$ cat src/rtl/mash_seq_pkg.sv
// Shared types and constants for the MASH hop sequencer.
package mash_seq_pkg;

  typedef enum logic [2:0] {
    StIdle,
    StLoad,
    StRst,
    StSync,
    StPhase,
    StPsync,
    StSettle,
    StDone
  } state_e;

  localparam int unsigned DefRstCycles    = 4;
  localparam int unsigned DefSyncCycles   = 3;
  localparam int unsigned DefSettleCycles = 16;
  localparam int unsigned DefCntW         = 8;

  // Highest MASH order until a hop loads a real selection.
  localparam logic [1:0] SelOrderRst = 2'b11;

  // Byte lanes of the 24-bit fractional word.
  localparam int unsigned FracByteW = 8;
  localparam int unsigned FracMsbLo = 16;
  localparam int unsigned FracIsbLo = 8;
  localparam int unsigned FracLsbLo = 0;

endpackage

$ cat src/rtl/mash_seq_timer.sv
// Loadable down-counter with a zero flag; reloaded by the sequencer at each state entry.
module mash_seq_timer #(
  parameter int unsigned CNT_W = 8
) (
  input  logic             i_clk,
  input  logic             i_rst_n,
  input  logic             i_load,
  input  logic [CNT_W-1:0] i_load_val,
  input  logic             i_en,
  output logic             o_zero
);

  logic [CNT_W-1:0] count_q;

  // Load wins over counting; the counter parks at zero.
  always_ff @(posedge i_clk or negedge i_rst_n) begin
    if (!i_rst_n) begin
      count_q <= '0;
    end else if (i_load) begin
      count_q <= i_load_val;
    end else if (i_en && (count_q != '0)) begin
      count_q <= count_q - 1'b1;
    end
  end

  assign o_zero = (count_q == '0);

endmodule

$ cat src/rtl/mash_hop_sequencer.sv
// Run-time hop sequencer: loads MASH config words, then walks reset, sync,
// optional phase step and settle phases before reporting done.
module mash_hop_sequencer
  import mash_seq_pkg::*;
#(
  parameter int unsigned RST_CYCLES    = DefRstCycles,
  parameter int unsigned SYNC_CYCLES   = DefSyncCycles,
  parameter int unsigned SETTLE_CYCLES = DefSettleCycles,
  parameter int unsigned CNT_W         = DefCntW
) (
  input  logic        i_clk,
  input  logic        i_rst_n,
  input  logic        i_req_valid,
  output logic        o_req_ready,
  input  logic [7:0]  i_req_int,
  input  logic [23:0] i_req_frac,
  input  logic [1:0]  i_req_order,
  input  logic [3:0]  i_req_mash_bit,
  input  logic [11:0] i_req_seed,
  input  logic [11:0] i_req_phase,
  input  logic        i_req_phase_en,
  input  logic        i_abort,
  output logic [7:0]  o_int,
  output logic [7:0]  o_msb,
  output logic [7:0]  o_isb,
  output logic [7:0]  o_lsb,
  output logic [1:0]  o_sel_order,
  output logic [3:0]  o_mash_bit,
  output logic [11:0] o_seed,
  output logic [11:0] o_phaseadd,
  output logic        o_phaseadjusten,
  output logic        o_mashreseten,
  output logic        o_mash_rst,
  output logic        o_busy,
  output logic        o_done,
  output logic        o_aborted
);

  localparam int unsigned MaxCycles =
      (RST_CYCLES > SYNC_CYCLES) ?
      ((RST_CYCLES > SETTLE_CYCLES) ? RST_CYCLES : SETTLE_CYCLES) :
      ((SYNC_CYCLES > SETTLE_CYCLES) ? SYNC_CYCLES : SETTLE_CYCLES);

  if ((RST_CYCLES < 1) || (SYNC_CYCLES < 1) || (SETTLE_CYCLES < 1)) begin : g_bad_cycles
    $error("mash_hop_sequencer: every phase needs at least one cycle");
  end
  if ((longint'(MaxCycles) - 64'sd1) >= (64'sd1 <<< CNT_W)) begin : g_bad_cnt_w
    $error("mash_hop_sequencer: CNT_W too narrow for the longest phase");
  end

  localparam logic [CNT_W-1:0] RstLoad    = CNT_W'(RST_CYCLES - 1);
  localparam logic [CNT_W-1:0] SyncLoad   = CNT_W'(SYNC_CYCLES - 1);
  localparam logic [CNT_W-1:0] SettleLoad = CNT_W'(SETTLE_CYCLES - 1);

  state_e           state_q, state_d;
  logic             tmr_load;
  logic [CNT_W-1:0] tmr_val;
  logic             tmr_zero;
  logic             accept;
  logic             abort_hop;

  logic [7:0]  int_q, msb_q, isb_q, lsb_q;
  logic [1:0]  order_q;
  logic [3:0]  mash_bit_q;
  logic [11:0] seed_q, phase_q;
  logic        phase_en_q;
  logic        mash_rst_q;
  logic        aborted_q;

  assign accept    = (state_q == StIdle) && i_req_valid && !i_abort;
  assign abort_hop = (state_q != StIdle) && i_abort;

  mash_seq_timer #(
    .CNT_W (CNT_W)
  ) u_timer (
    .i_clk      (i_clk),
    .i_rst_n    (i_rst_n),
    .i_load     (tmr_load),
    .i_load_val (tmr_val),
    .i_en       (1'b1),
    .o_zero     (tmr_zero)
  );

  // State register.
  always_ff @(posedge i_clk or negedge i_rst_n) begin
    if (!i_rst_n) begin
      state_q <= StIdle;
    end else begin
      state_q <= state_d;
    end
  end

  // Next state and timer reload; abort overrides every busy state.
  always_comb begin
    state_d  = state_q;
    tmr_load = 1'b0;
    tmr_val  = '0;
    if (abort_hop) begin
      state_d = StIdle;
    end else begin
      unique case (state_q)
        StIdle: begin
          if (accept) state_d = StLoad;
        end
        StLoad: begin
          state_d  = StRst;
          tmr_load = 1'b1;
          tmr_val  = RstLoad;
        end
        StRst: begin
          if (tmr_zero) begin
            state_d  = StSync;
            tmr_load = 1'b1;
            tmr_val  = SyncLoad;
          end
        end
        StSync: begin
          if (tmr_zero) begin
            if (phase_en_q) begin
              state_d = StPhase;
            end else begin
              state_d  = StSettle;
              tmr_load = 1'b1;
              tmr_val  = SettleLoad;
            end
          end
        end
        StPhase: begin
          state_d  = StPsync;
          tmr_load = 1'b1;
          tmr_val  = SyncLoad;
        end
        StPsync: begin
          if (tmr_zero) begin
            state_d  = StSettle;
            tmr_load = 1'b1;
            tmr_val  = SettleLoad;
          end
        end
        StSettle: begin
          if (tmr_zero) state_d = StDone;
        end
        StDone: begin
          state_d = StIdle;
        end
        default: state_d = StIdle;
      endcase
    end
  end

  // Moore-decoded status; ready is the only input-dependent output.
  always_comb begin
    o_req_ready     = (state_q == StIdle) && !i_abort;
    o_busy          = (state_q != StIdle);
    o_done          = (state_q == StDone);
    o_phaseadjusten = (state_q == StPhase);
  end

  // Config words are captured on the accept edge so they are stable from LOAD onward.
  always_ff @(posedge i_clk or negedge i_rst_n) begin
    if (!i_rst_n) begin
      int_q      <= '0;
      msb_q      <= '0;
      isb_q      <= '0;
      lsb_q      <= '0;
      order_q    <= SelOrderRst;
      mash_bit_q <= '0;
      seed_q     <= '0;
      phase_q    <= '0;
      phase_en_q <= 1'b0;
    end else if (accept) begin
      int_q      <= i_req_int;
      msb_q      <= i_req_frac[FracMsbLo +: FracByteW];
      isb_q      <= i_req_frac[FracIsbLo +: FracByteW];
      lsb_q      <= i_req_frac[FracLsbLo +: FracByteW];
      order_q    <= i_req_order;
      mash_bit_q <= i_req_mash_bit;
      seed_q     <= i_req_seed;
      phase_q    <= i_req_phase;
      phase_en_q <= i_req_phase_en;
    end
  end

  // Core reset: held from reset, raised on accept or abort, released when RST expires.
  always_ff @(posedge i_clk or negedge i_rst_n) begin
    if (!i_rst_n) begin
      mash_rst_q <= 1'b1;
    end else if (abort_hop || accept) begin
      mash_rst_q <= 1'b1;
    end else if ((state_q == StRst) && tmr_zero) begin
      mash_rst_q <= 1'b0;
    end
  end

  // One-cycle abort report.
  always_ff @(posedge i_clk or negedge i_rst_n) begin
    if (!i_rst_n) begin
      aborted_q <= 1'b0;
    end else begin
      aborted_q <= abort_hop;
    end
  end

  assign o_int         = int_q;
  assign o_msb         = msb_q;
  assign o_isb         = isb_q;
  assign o_lsb         = lsb_q;
  assign o_sel_order   = order_q;
  assign o_mash_bit    = mash_bit_q;
  assign o_seed        = seed_q;
  assign o_phaseadd    = phase_q;
  assign o_mashreseten = 1'b1;
  assign o_mash_rst    = mash_rst_q;
  assign o_aborted     = aborted_q;

endmodule

$ cat config.mk
export PLATFORM = sky130hd
export DESIGN_NAME = mash_hop_sequencer
export DESIGN_NICKNAME = d
export VERILOG_FILES = /design/src/rtl/mash_seq_pkg.sv /design/src/rtl/mash_seq_timer.sv /design/src/rtl/mash_hop_sequencer.sv
export SDC_FILE = /design/constraint.sdc
export NUM_CORES = 1
export LEC_CHECK = 0
export BUFFER_PORTS_ARGS = -buffer_cell sky130_fd_sc_hd__buf_2
export CAP_MARGIN = 30
export CELL_PAD_IN_SITES_DETAIL_PLACEMENT = 2
export CELL_PAD_IN_SITES_GLOBAL_PLACEMENT = 2
export CORE_AREA = 2 2 115 117
export DETAILED_ROUTE_END_ITERATION = 10
export DIE_AREA = 0 0 117 119
export PLACE_DENSITY = 0.87
export SETUP_SLACK_MARGIN = 0.15
export SLEW_MARGIN = 20
export SYNTH_ARGS = -nofsm -noshare
export SYNTH_HDL_FRONTEND = slang
export SYNTH_SLANG_ARGS = --single-unit
$ cat constraint.sdc
create_clock -name i_clk -period 2.1 [get_ports i_clk]
set_clock_uncertainty 0.2 [all_clocks]
set_input_delay 0.105 -clock i_clk [delete_from_list [all_inputs] [get_ports i_clk]]
set_output_delay 0.105 -clock i_clk [all_outputs]
set_load 0.01 [all_outputs]
==> metrics <==
status=finished clean; Cell variety after synth=47; htree depth=3; Non-Filler Instances=666; first-pass GRT wire length=20800 um; die area=13900 um2; Clock Sinks=76; Tightest Hold Check Type=primary input to asynchronous set/reset pin; first-iteration detailed-routing DRC count=77; Pwr Total=7.96 mW; Net Sw Power=2.79 mW; die width=117 um; largest net degree at the start of global routing=42; register area share after synthesis=53.2%; Final Critical Period=2030 ps; initial antenna violation count=1; P per Cell Area=1360 nW/um2; CTS root buf=clkbuf_16; Max VDD drop=0.501 mV; final wirelength=14000 um; EDFF count, synth=0; Die Y-Extent=119 um; HPWL Detailed=7480 um; Mapped Area=3580 um2; Mapped Cells=250; cell row count=42; DR DRC count=0; Leak=2.95 nW; Flop pwr share=33.4%; share of layout cells above drive strength 1=57.1%; GRT Util Overall=20.4%; Via Count=2983; Synth-to-Final Area Change=63.8%; yosys warns=0; grt total ovfl=0; r2r endpoint=o_seed[4]$_DFFE_PN0P_; CTS tree=yes; Top FF cell, synth=dfrtp_1; max-cap violation count=0; setup violators final=0; setup TNS=0 ps; Final Cycle Share=96.8%; Slew @ Worst Pin=518 ps; CP endpoint kind=register; FF-to-FF Start=state_q[2]$_DFFE_PN0P_; #FFs+latches synth=76; Clk network pwr share=21.1%; r2r worst-path depth=7; critical path arrival=2030 ps; Pins Over Slew Limit=0; P_int=5.17 mW; Cell Count Post-Placement=559; top fanout value on the critical path=9; vias per std cell=4.48; RSZ-0062 raised after global routing=yes; most frequent cells in the layout=buf_2 (133), dfrtp_1 (71), dlygate4sd3_1 (65); number of global-route vias before repair=3604; Num CTS Buffers=9; worst-skew pair later-pin latency=340 ps; core area=12900 um2; ys async rst share=100%; IO Count=136; DRT Pass-1 Iters=4; syn_nets=322; slack of the worst reg-to-reg path=70 ps; Req. time, crit path=2100 ps; PortBufs=134; CTS clock-pin slew for the worst setup and hold paths=60 ps; slew margin rel.=65.5%; Startpoint Class=register; critical path type=register to register; maximum clock rate=492 MHz; WL/cell=21.1 um; post-route ant nets=0; Sw Ratio=35.1%; most common cell after layout, fill and taps aside=buf_2; Starting Density=27.8%; hold slack=75.3 ps; Nets=556; GP Congestion=0.819; final hold violation count=0; post-synthesis area per instance=14.3 um2; combinational share of power=45.5%; Clock Path Buffers=2
repair_timing:
action | in CTS | in global routing
buffers inserted | 11 | 11
pin swaps | 6 | 11
resized for setup | 22 | 19
setup endpoints to repair | 69 | 73
hold buffers | 65 | 0
cloned | 1 | 2
endpoints found under the hold margin | 141 | 0
cell families (layout without fill, tap and decap cells):
| logic type | count (synthesis) | after routing | synth area share (%) |
|---|---|---|---|
| buffers and inverters | 20 | 259 | 3.59 |
| AND/OR/NAND/NOR | 49 | 49 | 8.03 |
| multiplexers | 65 | 65 | 26.6 |
| other | 1 | 2 | 0.105 |
| AO/OA/AOI/OAI | 28 | 28 | 5.34 |
| adder cells (fa/ha/maj) | 5 | 5 | 1.75 |
| XOR/XNOR | 6 | 6 | 1.47 |
| flip-flops | 76 | 76 | 53.2 |
registers in the layout, indices dropped and copies added, names as in the netlist:
signal           count
o_mash_rst           1
phase_en_q           1
o_isb                8
o_msb                8
o_seed              12
o_aborted            1
u_timer.count_q      8
o_int                8
o_mash_bit           4
o_sel_order          2
state_q              3
o_lsb                8
o_phaseadd          12
worst max-delay path, cell delays in order (launching register included):
cell     delay [ps]
dfrtp_1         390
buf_6           150
nor3_4          230
inv_2            90
nor2_4          150
nand2_8         150
buf_12          180
mux2_1          360
synth_stat cells, types with 2 or more instances:
| library cell | n | share of area (%) |
|---|---|---|
| o21ai_1 | 4 | 0.56 |
| and2_1 | 4 | 0.70 |
| inv_1 | 4 | 0.42 |
| xor2_1 | 5 | 1.2 |
| a31oi_1 | 2 | 0.35 |
| a21oi_1 | 6 | 0.84 |
| mux2_4 | 59 | 25 |
| nand4b_1 | 2 | 0.49 |
| nand2b_1 | 3 | 0.52 |
| dfstp_2 | 3 | 2.2 |
| a22oi_1 | 2 | 0.42 |
| nor2_4 | 2 | 0.63 |
| nor2_1 | 11 | 1.2 |
| o21ai_0 | 2 | 0.28 |
| inv_2 | 3 | 0.31 |
| buf_6 | 6 | 1.9 |
| buf_4 | 2 | 0.42 |
| a32o_1 | 2 | 0.56 |
| nand2_1 | 12 | 1.3 |
| clkbuf_1 | 3 | 0.31 |
| ha_1 | 5 | 1.7 |
| nor3_1 | 3 | 0.42 |
| mux2_1 | 5 | 1.6 |
| nand3_1 | 5 | 0.70 |
| dfrtp_1 | 73 | 51 |
how the worst max path moves through the flow:
| stage | endpoint | startpoint | cells past startpoint | slack (ps) |
|---|---|---|---|---|
| floorplan | state_q[0]$_DFFE_PN0P_ | state_q[1]$_DFFE_PN0P_ | 7 | 150 |
| global placement | state_q[0]$_DFFE_PN0P_ | state_q[1]$_DFFE_PN0P_ | 7 | 80 |
| detailed placement | u_timer.count_q[1]$_DFFE_PN0P_ | u_timer.count_q[0]$_DFFE_PN0P_ | 7 | -90 |
| CTS | u_timer.count_q[1]$_DFFE_PN0P_ | u_timer.count_q[0]$_DFFE_PN0P_ | 7 | 90 |
| global route | o_seed[4]$_DFFE_PN0P_ | state_q[2]$_DFFE_PN0P_ | 7 | 20 |
| finish | o_seed[4]$_DFFE_PN0P_ | state_q[2]$_DFFE_PN0P_ | 7 | 70 |
power by group through the flow:
stage / combinational (mW) / sequential [mW] / clock (mW)
6_report: 3.63 / 2.66 / 1.68
5_1_grt: 3.88 / 2.73 / 1.77
4_1_cts: 3.26 / 2.60 / 1.72
3_5_place_dp: 2.93 / 2.59 / 0
3_3_place_gp: 2.78 / 2.55 / 0
2_1_floorplan: 1.57 / 2.80 / 0
stage by stage:
stage / util, % / instance area [um2] / setup WS [ps]
2_1_floorplan: - / 3590 / 150
3_3_place_gp: 35.0 / 4500 / 78.0
3_5_place_dp: 35.0 / 4500 / -87.4
4_1_cts: 43.9 / 5650 / 88.2
5_1_grt: 45.6 / 5870 / 15.7
6_report: 45.6 / 5870 / 67.0
cell type report:
cell class                 instances  area, um2
antenna                            1       2.50
clock buffer                      14        254
clock inverter                     2       60.1
fill                            1274       7000
inverter                           8       30.0
multi-input combinational        154       1680
sequential                        76       1910
tap                              176        220
timing repair buffer             235       1720
metal layers:
layer | track usage (%) | share of wire (%) | up-vias
li1 | - | - | 1339
met3 | 4.02 | 3.6 | 33
met5 | 0 | 0 | -
met1 | 21.6 | 36 | 1514
met2 | 37.3 | 57 | 97
met4 | 10.6 | 3.7 | 0
Note: power is estimated with default switching activity, not from simulation.
